===== config.mk =====
export PLATFORM = sky130hd
export DESIGN_NAME = run_length_detector_flat
export DESIGN_NICKNAME = d
export VERILOG_FILES = /design/src/rtl/run_det_pkg.sv /design/src/rtl/run_length_detector_if.sv /design/src/rtl/run_det_maj3.sv /design/src/rtl/run_length_detector.sv /design/src/flat_wrapper.sv
export SDC_FILE = /design/constraint.sdc
export NUM_CORES = 1
export LEC_CHECK = 0
export CAP_MARGIN = 10
export CORE_ASPECT_RATIO = 1.5
export CORE_MARGIN = 2
export CORE_UTILIZATION = 30
export DETAILED_ROUTE_END_ITERATION = 8
export GPL_ROUTABILITY_DRIVEN = 0
export PLACE_DENSITY = 0.49
export SLEW_MARGIN = 30
export SYNTH_ARGS = -nofsm -noshare
export SYNTH_HDL_FRONTEND = slang
export SYNTH_HIERARCHICAL = 1
export SYNTH_SLANG_ARGS = --single-unit

===== constraint.sdc =====
create_clock -name clk -period 5.4 [get_ports clk]
set_input_delay 1.08 -clock clk [delete_from_list [all_inputs] [get_ports clk]]
set_output_delay 1.08 -clock clk [all_outputs]
set_load 0.005 [all_outputs]

===== src/rtl/run_det_pkg.sv =====
// Shared types and helpers for the run-length detector.
// Latency: none (declarations only).
// Backpressure: none (declarations only).
package run_det_pkg;

    typedef enum logic [1:0] {
        MODE_LEVEL    = 2'd0,
        MODE_PULSE    = 2'd1,
        MODE_PERIODIC = 2'd2,
        MODE_TOTAL    = 2'd3
    } mode_e;

    // Largest value a counter of the given width can hold.
    function automatic logic [31:0] cnt_max(input int unsigned width);
        return (32'd1 << width) - 32'd1;
    endfunction

endpackage


===== src/rtl/run_length_detector_if.sv =====
// Sample/config/result bundle between the serial front end and the run-length detector.
// Latency: none (wiring only).
// Backpressure: none; the enable qualifies each sample, the detector never stalls.
interface run_length_detector_if #(
    parameter int CNT_W = 5
);
    logic             en;
    logic             a;
    logic [1:0]       mode;
    logic [CNT_W-1:0] thresh;
    logic             thresh_ld;
    logic             s;
    logic [CNT_W-1:0] cnt;
    logic             sat;

    modport master (
        output en, a, mode, thresh, thresh_ld,
        input  s, cnt, sat
    );

    modport slave (
        input  en, a, mode, thresh, thresh_ld,
        output s, cnt, sat
    );
endinterface


===== src/rtl/run_det_maj3.sv =====
// Three-sample majority glitch filter on the serial input, advanced only on enabled cycles.
// Latency: a step on din appears on dout after 2 enabled cycles.
// Backpressure: none; history holds while en=0.
module run_det_maj3 (
    input  logic clk,
    input  logic rst,
    input  logic en,
    input  logic din,
    output logic dout
);

    logic [2:0] hist;

    // Shift in one sample per enabled cycle; reset clears history to all zeros.
    always_ff @(posedge clk) begin
        if (rst) begin
            hist <= 3'b000;
        end else if (en) begin
            hist <= {hist[1:0], din};
        end
    end

    assign dout = (hist[0] & hist[1]) | (hist[0] & hist[2]) | (hist[1] & hist[2]);

endmodule


===== src/rtl/run_length_detector.sv =====
// Counts runs/totals of 1s on a serial input and flags them against a runtime threshold.
// Latency: s/cnt/sat are registered, one enabled cycle after the causing sample
//          (plus 2 enabled cycles when built with RUN_DET_GLITCH_FILTER_EN).
// Backpressure: none; en=0 freezes the state, thresh_ld is accepted regardless of en.
module run_length_detector
    import run_det_pkg::*;
#(
    parameter int CNT_W      = 5,
    parameter int THRESH_RST = 20
) (
    input  logic                  clk,
    input  logic                  rst,
    run_length_detector_if.slave  bus
);

    localparam logic [CNT_W-1:0] CNT_MAX = CNT_W'(cnt_max(CNT_W));
    localparam logic [CNT_W-1:0] THR_RST = CNT_W'(THRESH_RST);

    logic [CNT_W-1:0] cnt_q;
    logic [CNT_W-1:0] thr_q;
    logic             s_q;
    logic             sat_q;
    logic             hit_q;
    mode_e            mode_q;

    logic             ai;
    mode_e            mode_cur;
    logic [CNT_W-1:0] cnt_inc;
    logic [CNT_W-1:0] cnt_nxt;
    logic             wrap;
    logic             hit;
    logic             s_nxt;

`ifdef RUN_DET_GLITCH_FILTER_EN
    run_det_maj3 u_maj3 (
        .clk  (clk),
        .rst  (rst),
        .en   (bus.en),
        .din  (bus.a),
        .dout (ai)
    );
`else
    assign ai = bus.a;
`endif

    // Next counter value, hit and detect output for the current enabled sample.
    always_comb begin
        mode_cur = mode_e'(bus.mode);
        cnt_inc  = (cnt_q == CNT_MAX) ? cnt_q : cnt_q + 1'b1;
        cnt_nxt  = cnt_q;
        wrap     = 1'b0;
        hit      = 1'b0;
        s_nxt    = 1'b0;

        if (mode_cur != mode_q) begin
            // A mode switch discards the run in progress; the new mode starts clean.
            cnt_nxt = '0;
        end else begin
            unique case (mode_q)
                MODE_LEVEL, MODE_PULSE: begin
                    cnt_nxt = ai ? cnt_inc : '0;
                end
                MODE_PERIODIC: begin
                    // Compare one bit wider so cnt_q at max never aliases to a zero threshold.
                    if (ai) begin
                        wrap    = (thr_q != '0) &&
                                  (({1'b0, cnt_q} + 1'b1) == {1'b0, thr_q});
                        cnt_nxt = wrap ? '0 : cnt_inc;
                    end else begin
                        cnt_nxt = '0;
                    end
                end
                MODE_TOTAL: begin
                    cnt_nxt = ai ? cnt_inc : cnt_q;
                end
                default: begin
                    cnt_nxt = '0;
                end
            endcase

            // A zero threshold disables detection in every mode.
            if (mode_q == MODE_PERIODIC) begin
                hit = wrap;
            end else begin
                hit = (thr_q != '0) && (cnt_nxt >= thr_q);
            end

            unique case (mode_q)
                MODE_LEVEL:    s_nxt = hit;
                MODE_PERIODIC: s_nxt = wrap;
                default:       s_nxt = hit & ~hit_q;
            endcase
        end
    end

    // State update: threshold loads any cycle, everything else only on enabled samples.
    always_ff @(posedge clk) begin
        if (rst) begin
            cnt_q  <= '0;
            thr_q  <= THR_RST;
            s_q    <= 1'b0;
            sat_q  <= 1'b0;
            hit_q  <= 1'b0;
            mode_q <= MODE_LEVEL;
        end else begin
            if (bus.thresh_ld) begin
                thr_q <= bus.thresh;
            end
            if (bus.en) begin
                mode_q <= mode_cur;
                cnt_q  <= cnt_nxt;
                hit_q  <= hit;
                s_q    <= s_nxt;
                sat_q  <= (cnt_nxt == CNT_MAX);
            end else if (mode_q != MODE_LEVEL) begin
                // Pulse-style outputs must not stretch across a stalled cycle.
                s_q <= 1'b0;
            end
        end
    end

    assign bus.s   = s_q;
    assign bus.cnt = cnt_q;
    assign bus.sat = sat_q;

endmodule


===== src/flat_wrapper.sv =====
// flat-port wrapper written by rule: the top's interface ports become plain ports
module run_length_detector_flat import run_det_pkg::*;
#(
    parameter int CNT_W      = 5,
    parameter int THRESH_RST = 20
)
  (clk, rst, bus_en, bus_a, bus_mode, bus_thresh, bus_thresh_ld, bus_s, bus_cnt, bus_sat);
  run_length_detector_if #(.CNT_W(CNT_W)) bus_i ();
  input  logic clk;
  input  logic rst;
  input wire logic [$bits(bus_i.en)-1:0] bus_en;
  input wire logic [$bits(bus_i.a)-1:0] bus_a;
  input wire logic [$bits(bus_i.mode)-1:0] bus_mode;
  input wire logic [$bits(bus_i.thresh)-1:0] bus_thresh;
  input wire logic [$bits(bus_i.thresh_ld)-1:0] bus_thresh_ld;
  output wire logic [$bits(bus_i.s)-1:0] bus_s;
  output wire logic [$bits(bus_i.cnt)-1:0] bus_cnt;
  output wire logic [$bits(bus_i.sat)-1:0] bus_sat;
  assign bus_i.en = bus_en;
  assign bus_i.a = bus_a;
  assign bus_i.mode = bus_mode;
  assign bus_i.thresh = bus_thresh;
  assign bus_i.thresh_ld = bus_thresh_ld;
  assign bus_s = bus_i.s;
  assign bus_cnt = bus_i.cnt;
  assign bus_sat = bus_i.sat;
  run_length_detector #(.CNT_W(CNT_W), .THRESH_RST(THRESH_RST)) u_core (.clk(clk), .rst(rst), .bus(bus_i));
endmodule

After elaboration in Yosys (flattened, before gate mapping) --
Index checks and enable logic that the tools add are counted.
Operators by class: add/subtract/negate cells 2, order comparisons 1, equality and inequality tests 7, muxes and demuxes 16, bitwise operators 2, reductions and logical operators 7
Operator list (count):
- $mux 5 | 7
- $pmux 5 s3 | 1
- $eq 5x5->1 const B | 2
- $mux 1 | 7
- $add 5x1->6 const B | 1
- $eq 6x5->1 | 1
- $add 5x1->5 const B | 1
- $ge 5x5->1 | 1
- $reduce_bool 5->1 | 1
- $eq 2x2->1 const B | 2
- $reduce_bool 2->1 | 2
- $eq 2x1->1 const B | 1
- $logic_and 1x1->1 | 2
- $logic_not 2->1 | 1
- $ne 2x2->1 | 1
- $pmux 1 s2 | 1
- $reduce_or 2->1 | 1
- $and 1x1->1 | 1
- $not 1->1 | 1
Storage, ports and cells: flip-flop bits (word level) 15, bits of input ports 12, word-level logic and storage cells 41

Depth between registers and ports, before layout --
Gate-level depths: netlist (run 1).
depth after elaboration 15, depth in mapped cells 13, gate-level depth less buffers 13

Worst setup path after synthesis (run 1) --
Ideal clock, no wire load.
path type flip-flop to flip-flop, start register u_core.cnt_q[0] (netlist: u_core/bus.cnt[0]), end register u_core.s_q (netlist: u_core/bus.s), library setup time 0.131 ns, arrival time 2.950 ns, path slack 2.319 ns, stages on the path, launching flop included 14, buffers on the path 0, cells stage by stage dfxtp_1 ha_1 nand3_1 ha_1 xnor2_1 nand4_1 nor4_2 or3_1 ha_1 nand2b_1 a211oi_1 o21ai_0 a21oi_1 a221oi_1
On the way: word-level cells in the longest chain between the ends 15, elaborated cells on any way between the ends 21, those cells by class add/sub (2); order compare (1); eq/ne (2); mux (13); bitwise (1); reduce/logical (2)
Ends and longest elaborated chain:
- from (decl) | line run_length_detector.sv:19 | logic [CNT_W-1:0] cnt_q;
- from (signal assigned) | line run_length_detector.sv:111 | cnt_q <= cnt_nxt;
- $add 5x1->6 | line run_length_detector.sv:67 | (({1'b0, cnt_q} + 1'b1) == {1'b0, thr_q});
- $eq 6x5->1 | line run_length_detector.sv:67
- $logic_and 1x1->1 | line run_length_detector.sv:66 | wrap = (thr_q != '0) &&
- $mux 5 | line run_length_detector.sv:68 | cnt_nxt = wrap ? '0 : cnt_inc;
- $mux 5 | line run_length_detector.sv:65 | if (ai) begin
- $pmux 5 s3 | line run_length_detector.sv:59 | unique case (mode_q)
- $mux 5 | line run_length_detector.sv:55 | if (mode_cur != mode_q) begin
- $ge 5x5->1 | line run_length_detector.sv:85 | hit = (thr_q != '0) && (cnt_nxt >= thr_q);
- $logic_and 1x1->1 | line run_length_detector.sv:85
- $mux 1 | line run_length_detector.sv:82 | if (mode_q == MODE_PERIODIC) begin
- $mux 1 | line run_length_detector.sv:55
- $and 1x1->1 | line run_length_detector.sv:91 | default: s_nxt = hit & ~hit_q;
- $pmux 1 s2 * | line run_length_detector.sv:88 | unique case (mode_q)
- $mux 1 * | line run_length_detector.sv:55
- $mux 1 * | line run_length_detector.sv:109 | if (bus.en) begin
- to (signal assigned) | line run_length_detector.sv:113 | s_q <= s_nxt;
- to (decl) | line run_length_detector.sv:21 | logic s_q;
Every way passes the cells marked *; elsewhere a longest branch is shown, timed or not. The select of a mux whose other input is x is not followed. A chain may end at the register's enable or synchronous reset.

Final worst setup path (run 1) --
Ends and elaborated chain as after synthesis.

==> results.md, run 1 <==
- Initial Util: 31.5%
- Number of flops mapped to enable cells by yosys: 0
- Syn Area/Cell: about 8.4 µm²
- Status: completed
- Die height: 74.8 µm
- Crit path kind: reg -> reg
- Antenna violations before repair: 0
- CP endpoint: u_core/bus.s
- Storage cell area: about 300 µm²
- Post-route ant nets: 0
- CP Capture Type: register
- Clk pin slew, worst setup/hold paths: 0.06 ns
- Hold Vio Cnt, Final: 0
- CTS tree: built
- Hold_buf cts: 0
- Area delta synth->final: 25.4%
- Register bit count reported by yosys: 15
- Syn nets: 140
- Slew margin rel.: 40.9%
- Routed len/inst: approximately 14 µm
- # rows: 25
- Total gr overflow: 0
- CTS H-tree lvls: 1
- Root Buffer Master: clkbuf_8
- R2r startpoint: u_core/bus.cnt[0]
- Hold slack: 0.459 ns
- Crit path from: u_core/bus.cnt[0]
- Leakage: around 0.50 nW
- Area of the multi-input gates: 642 µm²
- Total CTS buffers: 3
- Fraction of layout cells with a size suffix above 1: 6.57%
- Yosys warnings: 6
- Die width: 51.2 µm
- Layout fillers: between 300 and 400
- Die Area: 3830 µm²
- Pre-antenna DRT Iters: 4
- Most common flop cell mapped by yosys: dfxtp_1
- Global-route wire length before repair: ~4400 µm
- IO Port Bufs: 18
- Post-CTS Setup Inserts: 0
- Max-Cap Viols: 0
- FF-to-FF path depth: 12
- Clk buf depth: 2
- Arr. time, crit path: 3.74 ns
- Iter 0 DRT Violations: 33
- Hpwl dp: just under 2000 µm
- CORE AREA: 3190 µm²
- Final setup violation count: 0
- Drt drc: 0
- Minimum clock period: 3.59 ns
- Worst r2r dst: u_core/bus.s
- Post-Syn Area: 1000 µm²
- Tightest Pin Transition: 0.879 ns
- Post-CTS sizing: 0
- Fmax: 0.278 GHz
- Cells after Synth: 120
- Fin Setup TNS: 0 ns
- N_diodes: 0
- Clk_skew: 0.00482 ns
- Nets: between 150 and 200
- Final wirelength: 2460 µm
- Post-synth cell types: 36
- Top post-synthesis cells by area: dfxtp_1 30%, ha_1 10%, xnor2_1 6.1%, mux2i_1 6.0%, nor2_1 4.9%
- Worst path required time: 5.55 ns
- R2R setup slack: 1.81 ns
- Post-synth top area cell: dfxtp_1
- GR Util All Layers: between 10% and 20%
- RSZ-0062 raised after global routing: false
- DR vias: ~930
- Clock sink count: 15
- PwrDens: 195 nW/µm²
- Critical Path Start Type: register
- Clk_lat worst skew: 0.25 ns
- CP max FO: 10
- Pin count of the biggest net entering global routing: 14
- Vias in the first global route: 991
- Max-slew violations: 0
- Io pins: 19
- Max VDD drop: slightly above 0.09 mV
- Hold Path Class: reg -> reg
- Final Cycle Share: 66.6%
- Top-area cell type share of the netlist area: 29.9%
- Sequential share of the synthesized area: 29.9%
- Vias per cell: 5.27
- FFs w/ async S/R, synth: 0%
[Yosys cell counts, types with 3 or more instances]
library cell   n
ha_1           8
a21oi_1        6
xnor2_1        7
nor2b_1        3
nand2_1        9
dfxtp_1       15
o21ai_0        3
nor2_1        13
inv_1         11
mux2i_1        6
nand3_1        6
o211ai_1       3
clkbuf_1       3
[sequential cells by signal, indices dropped and copies added (netlist names)]
register        count
u_core/bus.cnt      5
u_core/thr_q        5
u_core/mode_q       2
u_core/bus.s        1
u_core/bus.sat      1
u_core/hit_q        1
[power breakdown]
group          switching, W  leakage (nW)  internal, W
registers        0.00000557         0.122     0.000114
logic             0.0000163         0.355    0.0000190
clock network     0.0000378        0.0228    0.0000522
[critical path, stage by stage, from the launching register on]
cell and delay, ns:
dfxtp_1 0.49, ha_1 0.30, nand3_1 0.13, ha_1 0.33, xnor2_1 0.14, nand4_1 0.10
nor4_2 0.78, a311oi_1 0.20, ha_1 0.35, o211ai_1 0.09, o21ai_0 0.23, a21oi_1 0.10
a221oi_1 0.27
[layer usage]
layer	up-vias	global-route usage, %	part of all wire [%]
met4	0	7.60	1.0
met3	2	1.79	3.4
met2	25	27.1	53
li1	464	-	-
met1	442	17.7	42
met5	-	0	0
[per-stage QoR]
step	area (µm²)	setup WS, ns	cells	utilization, %	power (W)
2_1_floorplan	1000	2.32	120	-	0.000143
3_3_place_gp	1210	1.86	173	38.0	0.000157
3_5_place_dp	1210	1.82	173	38.0	0.000158
4_1_cts	1260	1.78	177	39.5	0.000249
5_1_grt	1260	1.51	177	39.5	0.000261
6_report	1260	1.81	177	39.5	0.000245
[layout by cell type (no fill, tap or decap), types with 2 or more instances in the layout]
| master | instances |
|---|---|
| a21oi_1 | 6 |
| and3_1 | 2 |
| clkbuf_8 | 3 |
| clkdlybuf4s50_1 | 18 |
| dfxtp_1 | 15 |
| ha_1 | 8 |
| inv_1 | 11 |
| mux2i_1 | 6 |
| nand2_1 | 9 |
| nand3_1 | 6 |
| nor2_1 | 13 |
| nor2b_1 | 3 |
| o211ai_1 | 3 |
| o21ai_0 | 3 |
| o32a_1 | 2 |
| or4_4 | 2 |
| xnor2_1 | 7 |
| xor2_1 | 2 |
[cell type report]
| type | instances | area share, % |
|---|---|---|
| Multi-Input combinational cell | 89 | 51.0 |
| Tap cell | 40 | 3.98 |
| Timing Repair Buffer | 18 | 14.3 |
| Sequential cell | 15 | 23.9 |
| Clock buffer | 4 | 3.58 |
| Inverter | 11 | 3.28 |
[cells by family (layout without fill, tap and decap cells)]
| logic type | count (synthesis) | after routing | share of synthesized area (%) |
|---|---|---|---|
| buffers and inverters | 16 | 33 | 6.11 |
| flip-flops | 15 | 15 | 29.9 |
| adder cells (fa/ha/maj) | 8 | 8 | 9.98 |
| AND/OR/NAND/NOR | 42 | 42 | 21.8 |
| AO/OA/AOI/OAI | 24 | 24 | 18.3 |
| XOR/XNOR | 9 | 9 | 7.86 |
| multiplexers | 6 | 6 | 5.99 |
[worst min-delay path by stage]
| stage | startpoint | endpoint | slack, ns | cells after the start |
|---|---|---|---|---|
| finish | u_core/hit_q | u_core/bus.s | 0.46 | 1 |
| detailed placement | u_core/hit_q | u_core/bus.s | 0.45 | 1 |
| floorplan | u_core/hit_q | u_core/bus.s | 0.42 | 1 |
| global route | u_core/hit_q | u_core/bus.s | 0.50 | 1 |
| CTS | u_core/hit_q | u_core/bus.s | 0.46 | 1 |
| global placement | u_core/hit_q | u_core/bus.s | 0.44 | 1 |
Note: power is estimated with default switching activity, not from simulation.
==> inputs of run 2 (changes only) <==
==> constraint.sdc (replaced) <==
create_clock -name clk -period 3.35 [get_ports clk]
set_input_delay 0.67 -clock clk [delete_from_list [all_inputs] [get_ports clk]]
set_output_delay 0.67 -clock clk [all_outputs]
set_load 0.005 [all_outputs]
==> results.md, run 2 (synthesis results as in run 1) <==
- Critical Path Start Type: register
- DR vias: ~970
- Setup WS post-layout: approximately 0.32 ns
- PwrDens: between 300 and 400 nW/µm²
- Clock sink count: 15
- Arr. time, crit path: roughly 3.2 ns
- RSZ-0062 raised after global routing: false
- R2R setup slack: approximately 0.32 ns
- Total CTS buffers: 3
- Worst Hold Endpoint: u_core/bus.s
- Global-route wire length before repair: about 4500 µm
- Pre-antenna DRT Iters: 4
- Minimum clock period: just over 3 ns
- Worst path required time: 3.50 ns
- Hold slack: 0.465 ns
- Crit path kind: reg -> reg
- Final wirelength: between 2000 and 3000 µm
- Hold Path Class: reg -> reg
- Layout fillers: 349
- Place WS: 0.239 ns
- Initial Util: a little under a third
- Vias in the first global route: between 900 and 1000
- Hpwl dp: 2030 µm
- Most frequent cells in the layout: 18 x clkdlybuf4s50_1, 15 x dfxtp_1, 13 x nor2_1
- Clk pin slew, worst setup/hold paths: 0.06 ns
- Power, Total: about 0.0004 W
- Routed len/inst: 13.9 µm
- Hold Vio Cnt, Final: 0
- Max-slew violations: 0
- CTS H-tree lvls: 1
- Fraction of layout cells with a size suffix above 1: a little over a tenth
- Pin count of the biggest net entering global routing: 14
- # rows: 25
- N_diodes: 0
- Status: completed
- Antenna violations before repair: 0
- Vias per cell: 5.31
- Hold depth: 1
- Max VDD drop: 0.207 mV
- Clk_skew: 0.00121 ns
- Iter 0 DRT Violations: 33
- GR Util All Layers: 15.4%
- DP Area: 1260 µm²
- Die width: 51.2 µm
- Nets: 164
- Fmax: 0.330 GHz
- Fin Setup TNS: 0 ns
- Most common cell after layout, fill and taps aside: clkdlybuf4s50_1
- Final setup violation count: 0
- CP Capture Type: register
- CP max FO: 5
- Worst r2r dst: u_core/bus.s
- FF-to-FF path depth: 13
- Area delta synth->final: 30.8%
- Max-Cap Viols: 0
- Post-route design area: 1310 µm²
- Post-route ant nets: 0
- Slew margin rel.: 69.2%
- R2r startpoint: u_core/bus.cnt[1]
- IO Port Bufs: 18
- Die Area: about 3800 µm²
- CTS tree: built
- Die height: approximately 75 µm
- Hold wc startpoint: u_core/hit_q
- Final Cycle Share: 90.4%
- Clk buf depth: 2
- Total gr overflow: 0
- CORE AREA: about 3200 µm²
- Clk_lat worst skew: approximately 0.25 ns
- Leakage: around 0.53 nW
- Drt drc: 0
- Tightest Pin Transition: 0.461 ns
- Root Buffer Master: clkbuf_8
- Io pins: 19
run 2: metrics by stage:
| step | cells | util (%) |
|---|---|---|
| final | 183 | 41.1 |
| after global routing | 183 | 41.1 |
| after CTS | 183 | 40.9 |
| after detailed placement | 179 | 39.5 |
| after global placement | 179 | 39.5 |
| after floorplan | 120 | - |
run 2: worst max path at each step:
| stage | start | to | slack, ns | cells past startpoint |
|---|---|---|---|---|
| 3_3_place_gp | u_core/bus.cnt[1] | u_core/bus.s | 0.26 | 13 |
| 2_1_floorplan | u_core/bus.cnt[0] | u_core/bus.s | 0.27 | 13 |
| 5_1_grt | u_core/bus.cnt[1] | u_core/bus.s | 0.01 | 13 |
| 3_5_place_dp | bus_a | u_core/bus.s | 0.24 | 10 |
| 4_1_cts | u_core/bus.cnt[1] | u_core/bus.s | 0.17 | 13 |
| 6_report | u_core/bus.cnt[1] | u_core/bus.s | 0.32 | 13 |
run 2: critical path: stages, from the launching register on:
cell	delay (ns)
dfxtp_1	0.42
ha_1	0.20
nand3_1	0.10
ha_1	0.30
xnor2_1	0.14
nand4_1	0.15
nor4_4	0.44
buf_4	0.20
nor2_1	0.05
ha_1	0.27
o211ai_1	0.08
o21ai_0	0.22
a21oi_1	0.10
a221oi_1	0.26
run 2: power breakdown:
part | internal (W) | switching [W]
combinational | 0.0000314 | 0.0000278
sequential | 0.000184 | 0.00000817
clock | 0.0000842 | 0.0000624
total | 0.000300 | 0.0000984
run 2: what timing repair did:
item                       CTS  global route
setup endpoints to repair    0             1
hold buffers                 0             0
buffers inserted             0             0
resized for setup            0             1
run 2: routing by layer:
layer | global-route usage [%] | vias up | wire length [µm]
met3 | 1.19 | 6 | 95
li1 | - | 475 | -
met1 | 18.8 | 452 | 1050
met2 | 26.3 | 39 | 1350
met5 | 0 | - | 0
met4 | 9.06 | 0 | 57
run 2: layout make-up:
| class | instances | area [µm²] | share of cell area [%] |
|---|---|---|---|
| Multi-Input combinational cell | 89 | 651 | 49.6 |
| Inverter | 11 | 41.3 | 3.15 |
| Timing Repair Buffer | 24 | 225 | 17.2 |
| Tap cell | 40 | 50.0 | 3.81 |
| Clock buffer | 4 | 45.0 | 3.43 |
| Sequential cell | 15 | 300 | 22.9 |
==> patch: new RTL, config.mk and constraints of run 1 <==
Add a define of `RUN_DET_GLITCH_FILTER_EN`.
--- a/src/rtl/run_length_detector.sv
+++ b/src/rtl/run_length_detector.sv
@@ -2,6 +2,8 @@
 // Latency: s/cnt/sat are registered, one enabled cycle after the causing sample
 //          (plus 2 enabled cycles when built with RUN_DET_GLITCH_FILTER_EN).
 // Backpressure: none; en=0 freezes the state, thresh_ld is accepted regardless of en.
+`define RUN_DET_GLITCH_FILTER_EN
+
 module run_length_detector
     import run_det_pkg::*;
 #(
Function: changed (Yosys sat finds a counterexample within 4 cycles, from zero or initial values and one cycle with rst high).
==> patch against run 1 <==
  * Synthesized area is 11% higher
  * Worst setup slack better by 160 ps
  * Final area is 10% higher
  * Non-clock buffer count stayed put
  * Fmax is 4.7% higher
  * Sequential cell count is 3 higher
  * Wire length is 6.1% higher
  * Total power is 17% higher
  * Critical path type unchanged
  * Largest cell class unchanged
==> patch: results (changes against run 1) <==
STA
The worst setup skew after layout came to 5.08 ps (+0.260 ps). The post-route worst setup slack is 1970 ps (+161 ps).

Synthesis
The share of synthesized area occupied by flip-flops and latches is 32.3% (+2.4 points). The total nets after synthesis is 150 (+7.1%). The unique cell type count in the Yosys netlist is 37 (+2.8%).

By area the synthesized netlist is led by sky130_fd_sc_hd__dfxtp_1 32%, sky130_fd_sc_hd__ha_1 9.0%, sky130_fd_sc_hd__mux2i_1 8.1%, sky130_fd_sc_hd__xnor2_1 5.5%, sky130_fd_sc_hd__nor2_1 5.4%. The post-synthesis instance total was 130 (+8.3%).

Setup path
The data arrival at the endpoint of the critical path is 3550 ps (-190 ps). The maximum cell stage delay along the critical path is 720 ps (-60 ps).

Pwr
The register share of total power was 49.7% (+0.8 points). The switching fraction of total power is 23.5% (-0.80 points). The ratio of total power to cell area is 207 mW/mm² (+6.3%). The cell leakage power is 0.545 nW (+8.9%).

Route
The met2 wire length was 1340 µm (+2.7%). The post-detailed-routing wire length was 2610 µm (+6.1%). The number of vias after detailed routing is 988 (+5.9%). The number of design-rule violations left by the first detailed-router iteration was 41 (+24%).

Placement
The final HPWL from detailed placement is 2090 µm (+5.7%). The count of placed standard cells including taps was 186 (+7.5%). The total cell area at the placement stage is 0.00133 mm² (+9.6%).

Global route
The global-route wire length before repair is 4690 µm (+6.6%). The global-route total usage across every layer is 14.8% (-0.31 points). The number of global-route vias before repair is 973 (-1.8%).

Finish
The number of inserted filler cells in the final layout is 360 (+1.4%). The fraction of final layout cells with drive strength greater than 1 is 7.48% (+0.91 points).

Outcome
The flow ran to the end, and the final reports show no timing, DRC or antenna violations.
[patch: changes by cell type after synthesis]
cell / before / now
sky130_fd_sc_hd__mux2i_1: 6 / 9
sky130_fd_sc_hd__dfxtp_1: 15 / 18
sky130_fd_sc_hd__nor2_1: 13 / 16
sky130_fd_sc_hd__maj3_2: 0 / 1
[patch: logic make-up (layout without fill, tap and decap cells)]
family                   Yosys count  after routing  synth area share, %
AND/OR/NAND/NOR                   45             45                 20.6
AO/OA/AOI/OAI                     24             24                 16.5
flip-flops                        18             18                 32.3
buffers and inverters             16             33                 5.49
adder cells (fa/ha/maj)            9              9                 9.98
XOR/XNOR                           9              9                 7.06
multiplexers                       9              9                 8.07
[patch: area by class of cell]
cell class | instances | share of cell area, %
multi-input cells | 96 | 50.1
repair buffers | 18 | 13.0
inverters | 11 | 2.98
well taps | 43 | 3.88
clock buffers | 4 | 3.97
flip-flops and latches | 18 | 26.0
